--- src/rtl/mult_pipe.sv ---
// mult_pipe: three-stage pipelined WIDTH x WIDTH multiplier with a valid/ready
// handshake on both sides.
//   S1: AND-array partial products (plus signed correction terms)
//   S2: carry-save compression of all rows down to sum/carry rows
//   S3: Kogge-Stone prefix addition, registered into out_p
// Optional feature macro: MULT_SIGNED_EN. When it is defined, in_signed selects
// a two's-complement product using modified Baugh-Wooley. When it is undefined,
// in_signed is ignored and no correction logic is built.
// Ports:
//   clk, rst            clock, synchronous active-high reset
//   in_valid/in_ready   input handshake; in_x, in_y operands, in_signed mode
//   out_valid/out_ready output handshake; out_p product (PW bits)
//   busy                any stage holds a transaction
module mult_pipe #(
  parameter int unsigned WIDTH = 8,
  parameter int unsigned PW    = 2 * WIDTH
) (
  input  logic             clk,
  input  logic             rst,
  input  logic             in_valid,
  output logic             in_ready,
  input  logic [WIDTH-1:0] in_x,
  input  logic [WIDTH-1:0] in_y,
  input  logic             in_signed,
  output logic             out_valid,
  input  logic             out_ready,
  output logic [PW-1:0]    out_p,
  output logic             busy
);

`ifdef MULT_SIGNED_EN
  localparam int unsigned NROW = WIDTH + 1;  // extra row carries the correction constant
`else
  localparam int unsigned NROW = WIDTH;
`endif
  localparam int unsigned LOGPW = $clog2(PW);

  logic v1, v2, v3;
  logic rdy1, rdy2, rdy3;

  logic [PW-1:0] pp_d [NROW];
  logic [PW-1:0] pp_q [NROW];
  logic [PW-1:0] csa_s, csa_c;
  logic [PW-1:0] sum_q, car_q;
  logic [PW-1:0] add_res;

  // A stage may accept when it is empty or its contents move on this cycle
  assign rdy3      = !v3 || out_ready;
  assign rdy2      = !v2 || rdy3;
  assign rdy1      = !v1 || rdy2;
  assign in_ready  = !rst && rdy1;
  assign out_valid = v3;
  assign busy      = v1 || v2 || v3;

`ifdef MULT_SIGNED_EN
  logic sgn;
  assign sgn = in_signed;
`else
  logic unused_in_signed;
  assign unused_in_signed = in_signed;
`endif

  // S1 combinational: partial product rows, row j weighted by in_y[j]
  always_comb begin
    for (int unsigned j = 0; j < NROW; j++) begin
      pp_d[j] = '0;
    end
    for (int unsigned j = 0; j < WIDTH; j++) begin
      for (int unsigned i = 0; i < WIDTH; i++) begin
        pp_d[j][i+j] = in_x[i] & in_y[j];
`ifdef MULT_SIGNED_EN
        // Terms mixing exactly one sign bit carry negative weight: invert them
        if (sgn && ((i == WIDTH - 1) != (j == WIDTH - 1))) begin
          pp_d[j][i+j] = ~(in_x[i] & in_y[j]);
        end
`endif
      end
    end
`ifdef MULT_SIGNED_EN
    // Constant 2^WIDTH + 2^(PW-1) compensates the inverted terms
    if (sgn) begin
      pp_d[WIDTH][WIDTH] = 1'b1;
      pp_d[WIDTH][PW-1]  = 1'b1;
    end
`endif
  end

  // S2 combinational: full-adder array folds one row per level into sum/carry
  always_comb begin
    logic [PW-1:0] t;
    csa_s = pp_q[0];
    csa_c = pp_q[1];
    for (int unsigned k = 2; k < NROW; k++) begin
      t     = csa_s ^ csa_c ^ pp_q[k];
      csa_c = ((csa_s & csa_c) | (csa_s & pp_q[k]) | (csa_c & pp_q[k])) << 1;
      csa_s = t;
    end
  end

  // S3 combinational: Kogge-Stone carry computation over PW bits
  always_comb begin
    logic [PW-1:0] g, p, p0;
    g  = sum_q & car_q;
    p  = sum_q ^ car_q;
    p0 = p;
    for (int unsigned k = 0; k < LOGPW; k++) begin
      g = g | (p & (g << (1 << k)));
      p = p & (p << (1 << k));
    end
    add_res = p0 ^ (g << 1);
  end

  // Stage valid bits
  always_ff @(posedge clk) begin
    if (rst) begin
      v1 <= 1'b0;
      v2 <= 1'b0;
      v3 <= 1'b0;
    end else begin
      v1 <= (in_valid && in_ready) || (v1 && !rdy2);
      v2 <= (v1 && rdy2) || (v2 && !rdy3);
      v3 <= (v2 && rdy3) || (v3 && !out_ready);
    end
  end

  // S1/S2 datapath registers (no reset needed)
  always_ff @(posedge clk) begin
    if (in_valid && in_ready) begin
      for (int unsigned j = 0; j < NROW; j++) begin
        pp_q[j] <= pp_d[j];
      end
    end
    if (v1 && rdy2) begin
      sum_q <= csa_s;
      car_q <= csa_c;
    end
  end

  // S3 result register
  always_ff @(posedge clk) begin
    if (rst) begin
      out_p <= '0;
    end else if (v2 && rdy3) begin
      out_p <= add_res;
    end
  end

endmodule

--- config.mk ---
export PLATFORM = sky130hd
export DESIGN_NAME = mult_pipe
export DESIGN_NICKNAME = d
export VERILOG_FILES = /design/src/rtl/mult_pipe.sv
export SDC_FILE = /design/constraint.sdc
export NUM_CORES = 1
export LEC_CHECK = 0
export BUFFER_PORTS_ARGS = -buffer_cell sky130_fd_sc_hd__clkbuf_2
export CORE_MARGIN = 1
export CORE_UTILIZATION = 44
export CTS_BUF_LIST = sky130_fd_sc_hd__clkbuf_4 sky130_fd_sc_hd__clkbuf_8 sky130_fd_sc_hd__clkbuf_16
export CTS_CLUSTER_SIZE = 30
export DETAILED_ROUTE_END_ITERATION = 8
export GPL_TIMING_DRIVEN = 0
export HOLD_SLACK_MARGIN = 0.02
export SYNTH_ARGS = -nofsm -noshare
export SYNTH_HDL_FRONTEND = slang
export SYNTH_SLANG_ARGS = --single-unit
--- constraint.sdc ---
create_clock -name clk -period 11 [get_ports clk]
set_clock_uncertainty 0.1 [all_clocks]
set_input_delay 0 -clock clk [delete_from_list [all_inputs] [get_ports clk]]
set_output_delay 0 -clock clk [all_outputs]
set_load 0.01 [all_outputs]
# Word-level counts from Yosys, hierarchy flattened
# Memory sizes are Yosys's and may differ from the RTL's.
# Cells that the tools add are included.
[word_totals]
regBits = 50
ramBits = 120
input_bits = 21
mem_count = 1
[op_classes]
muxes = 2
n_bitwise = 120
reduce_logical = 22
[mem_list]
columns = ["name", "depth", "width", "read_ports", "rd_clocked_by_memory_dff", "wr", "line_no", "text"]
rows = [
  ["pp_q", 8, 15, 8, 0, 8, "42", "logic [PW-1:0] pp_q [NROW];"],
]
[ops]
columns = ["operator", "n"]
rows = [
  ["$and A15 B15 Y15", 26],
  ["$or A15 B15 Y15", 16],
  ["$xor A16 B16 Y16", 14],
  ["$and A1 B1 Y1", 64],
  ["$logic_or A1 B1 Y1", 8],
  ["$logic_and A1 B1 Y1", 7],
  ["$logic_not A1 Y1", 7],
  ["$mux W1", 2],
]

# Depth between registers and ports, before layout
# An unclocked memory read counts as a cell.
[logic_depth]
depth_word = 19
depth_mapped = 10
mapped_depth_nobuf = 10

# Least setup slack after synthesis
# Ideal clock, no wire load.
[synth_path]
path_kind = "register to register"
start = "mem pp_q[0][7] (netlist name)"
end = "reg sum_q[7] (data pin)"
t_arrival_ps = 3273
required_time_ps = 10650
path_slack_ps = 7377
stages_incl_launch_ff = 9
period_less_slack_ps = 3623
cell_sequence = "edfxtp_1 -> fa_1 -> fa_1 -> fa_1 -> fa_1 -> inv_1 -> fa_1 -> fa_1 -> inv_1"
[synth_lines]
columns = ["element", "line_no", "text"]
rows = [
  ["start: declaration", "42", ""],
  ["end signal: assignment", "134", "sum_q <= csa_s;"],
  ["end: declaration", "44", "logic [PW-1:0] sum_q, car_q;"],
]

==> metrics.md <==
| Metric | Value |
|---|---|
| Status | complete, no violations |
| Drc violations | 0 |
| Crit Path Class | reg -> reg |
| # IOs | 40 |
| CP Capture Type | register |
| CTS Buf Count | 9 |
| Startpoint Class | register |
| Nets | 526 |
| Critical path's top delay family | adder cells |
| Total GRT Usage | approximately 15% |
| Sequential area share after synthesis | 58.06% |
| Critical Path Slowest Stage Cell | fa_1 |
| Cell count after synthesis | between 300 and 400 |
| CTS tree | built |
| Layout area overhead | 18.08% |
| Routed WL | 7.964 mm |
| Yosys warns | 0 |
| Clock slew at reported path FFs | about 0.07 ns |
| Crit path required time | 11.00 ns |
| Final min period | roughly 3.8 ns |
| Vias | around 2800 |
| Tcrit/Tclk final | 34.45% |
| CP Data Arrival Time | between 3 and 4 ns |
| Clk_lat worst skew | 0.34 ns |
| CP most frequent cell | fa_1 |
| Starting Density | approximately 45% |
| WL/cell | roughly 13 um |
| CTS hold repair buffers | 20 |
| P_int | roughly 840 uW |
| Port bufs | 38 |
| Post-synthesis async set-or-reset flop share | 0% |
| Synth cell types | 38 |
| Number of max-cap violations | 0 |
| Final ANT Viol Nets | 0 |
| FF-to-FF path depth | 8 |
| # rows | 39 |
| Mean number of vias per cell | between 4 and 5 |
| Largest net degree at the start of global routing | 34 |
| H-tree levels | 3 |
| Clk root buf | clkbuf_16 |
| Commonest non-fill, non-tap cells in the layout | edfxtp_1, and2_1, inv_1 |
| DR iter-0 viols | ~120 |
| Peak VDD IR | 0.07977 mV |
| Power Dens Cells | 190.3 nW/um^2 |
| Switching share of power | approximately 27% |
| Worst slew pin tran | 0.7930 ns |
| Gr ovfl total | 0 |
| Die area | roughly 12000 um^2 |
| Gpl congestion | ~0.76 |
| Max Clk Rate | around 260 MHz |
| Num Clock Sinks | 106 |
| Layout cells sized above 1 | between 10% and 20% |
| N_diodes | 0 |
| Register bit count reported by yosys | about 110 |
| Post_cts resized | 0 |
| Pins Over Slew Limit | 0 |
| Die width | 110.2 um |
| Leak | 0.002409 uW |
| Number of global-route vias before repair | roughly 2800 |
| RSZ-0062 raised after global routing | no |
| CP max FO | 1 |
| FILL cells | ~1000 |
| Hold Vio Cnt, Final | 0 |
| Finish-stage setup viols | 0 |
| First-pass GRT wire length | approximately 13 mm |
| Post-synth EDFFs | 87 |
| Crit path depth | 8 |
| Hold Path Stages | 4 |
| Clock network fraction of total power | between 20 and 30% |
| Core Region | approximately 11000 um^2 |
| Reg power frac | about 44% |
| Initial antenna violation count | 0 |
| CP max stage delay | about 0.57 ns |
| Final TNS setup | 0 ns |
| Most common cell after layout, fill and taps aside | edfxtp_1 |
| Slew headroom | ~47% |
| Drt pass-1 iters | 4 |
| Cell Chain, Critical Path | fa_1 > fa_1 > fa_1 > fa_1 > inv_1 > fa_1 > fa_1 > inv_1 |
| Hold_ws | 0.3177 ns |
| Top FF cell, synth | edfxtp_1 |
| WP buf/inv | 2 |
| Vert. Die Dim | around 110 um |
| Post-CTS Setup Inserts | 0 |
| Synthesized area | ~5200 um^2 |
| Avg Cell Area, Syn | 13.67 um^2 |
| Final HPWL DP | 5.896 mm |
| Psw | between 300 and 400 uW |
| Overall Power | 1159 uW |
| Syn nets | roughly 460 |
| Worst Hold Class | in -> reg |
| Logic pwr share | 25.9% |
| Max Root-Sink Buffers | 2 |
power by group through the flow:
stage / clock network, uW / registers, uW / logic [uW]
final: 344 / 515 / 300
after detailed placement: 0 / 524 / 301
after global placement: 0 / 524 / 290
after floorplan: 0 / 524 / 217
after CTS: 354 / 515 / 308
after global routing: 369 / 519 / 357
cell usage after synthesis (3+ instances only):
cell type  count  area (um^2)
nor2_1         6        22.52
edfxtp_1      87         2613
ha_1          15        187.7
a21oi_1       17        85.08
nand3_1        4        20.02
inv_1         57        214.0
dfxtp_1       19        380.4
nand2_1       24        90.09
o21a_1         3        22.52
and2_1        65        406.6
fa_1          42        840.8
worst paths after layout:
path / to / slack (ns) / from
max: sum_q[7] / 7.21 / pp_q[0][7]
min: v1 / 0.32 / in_valid
max reg2reg: sum_q[7] / 7.21 / pp_q[0][7]
min reg2reg: sum_q[0] / 0.32 / pp_q[0][0]
metrics by stage:
| step | setup WS, ns | util (%) | cell area (um^2) | cells |
|---|---|---|---|---|
| after floorplan | 7.377 | - | 5155 | 377 |
| after global placement | 7.298 | 48.38 | 5524 | 558 |
| after global routing | 7.107 | 53.31 | 6087 | 596 |
| final | 7.210 | 53.31 | 6087 | 596 |
| after CTS | 7.210 | 53.31 | 6087 | 596 |
| after detailed placement | 7.217 | 48.72 | 5563 | 560 |
sequential cells by signal, indices dropped and copies added, names as in the netlist:
name	count
pp_q	64
v2	1
out_p	16
car_q	8
out_valid	1
v1	1
sum_q	15
worst min-delay path: stages:
cell	delay [ns]
dlygate4sd3_1	0.52
clkbuf_2	0.10
a21oi_1	0.04
nor2_1	0.06
per-layer routing:
metal  track usage (%)  vias up  routed length, um
li1                  -     1400                  -
met1             19.86     1347               3796
met2             23.69       50               3813
met3             3.762        9                289
met4             3.947        0                 65
met5                 0        -                  0
cell type report:
class	instances	area (um^2)	share of cell area, %
flip-flops and latches	106	2993	49.17
multi-input cells	210	1934	31.78
clock buffers	12	247.7	4.070
inverters	57	214.0	3.515
clock inverters	4	76.32	1.254
plain buffers	4	17.52	0.2878
repair buffers	60	425.4	6.989
well taps	143	178.9	2.939
logic make-up (layout without fill, tap and decap cells):
logic type	after synthesis	after routing	synth area share, %
AO/OA/AOI/OAI	37	37	4.830
flip-flops	106	106	58.06
XOR/XNOR	1	1	0.1699
adder cells (fa/ha/maj)	57	57	19.95
buffers and inverters	61	137	4.490
AND/OR/NAND/NOR	115	115	12.50
Note: power is estimated with default switching activity, not from simulation.
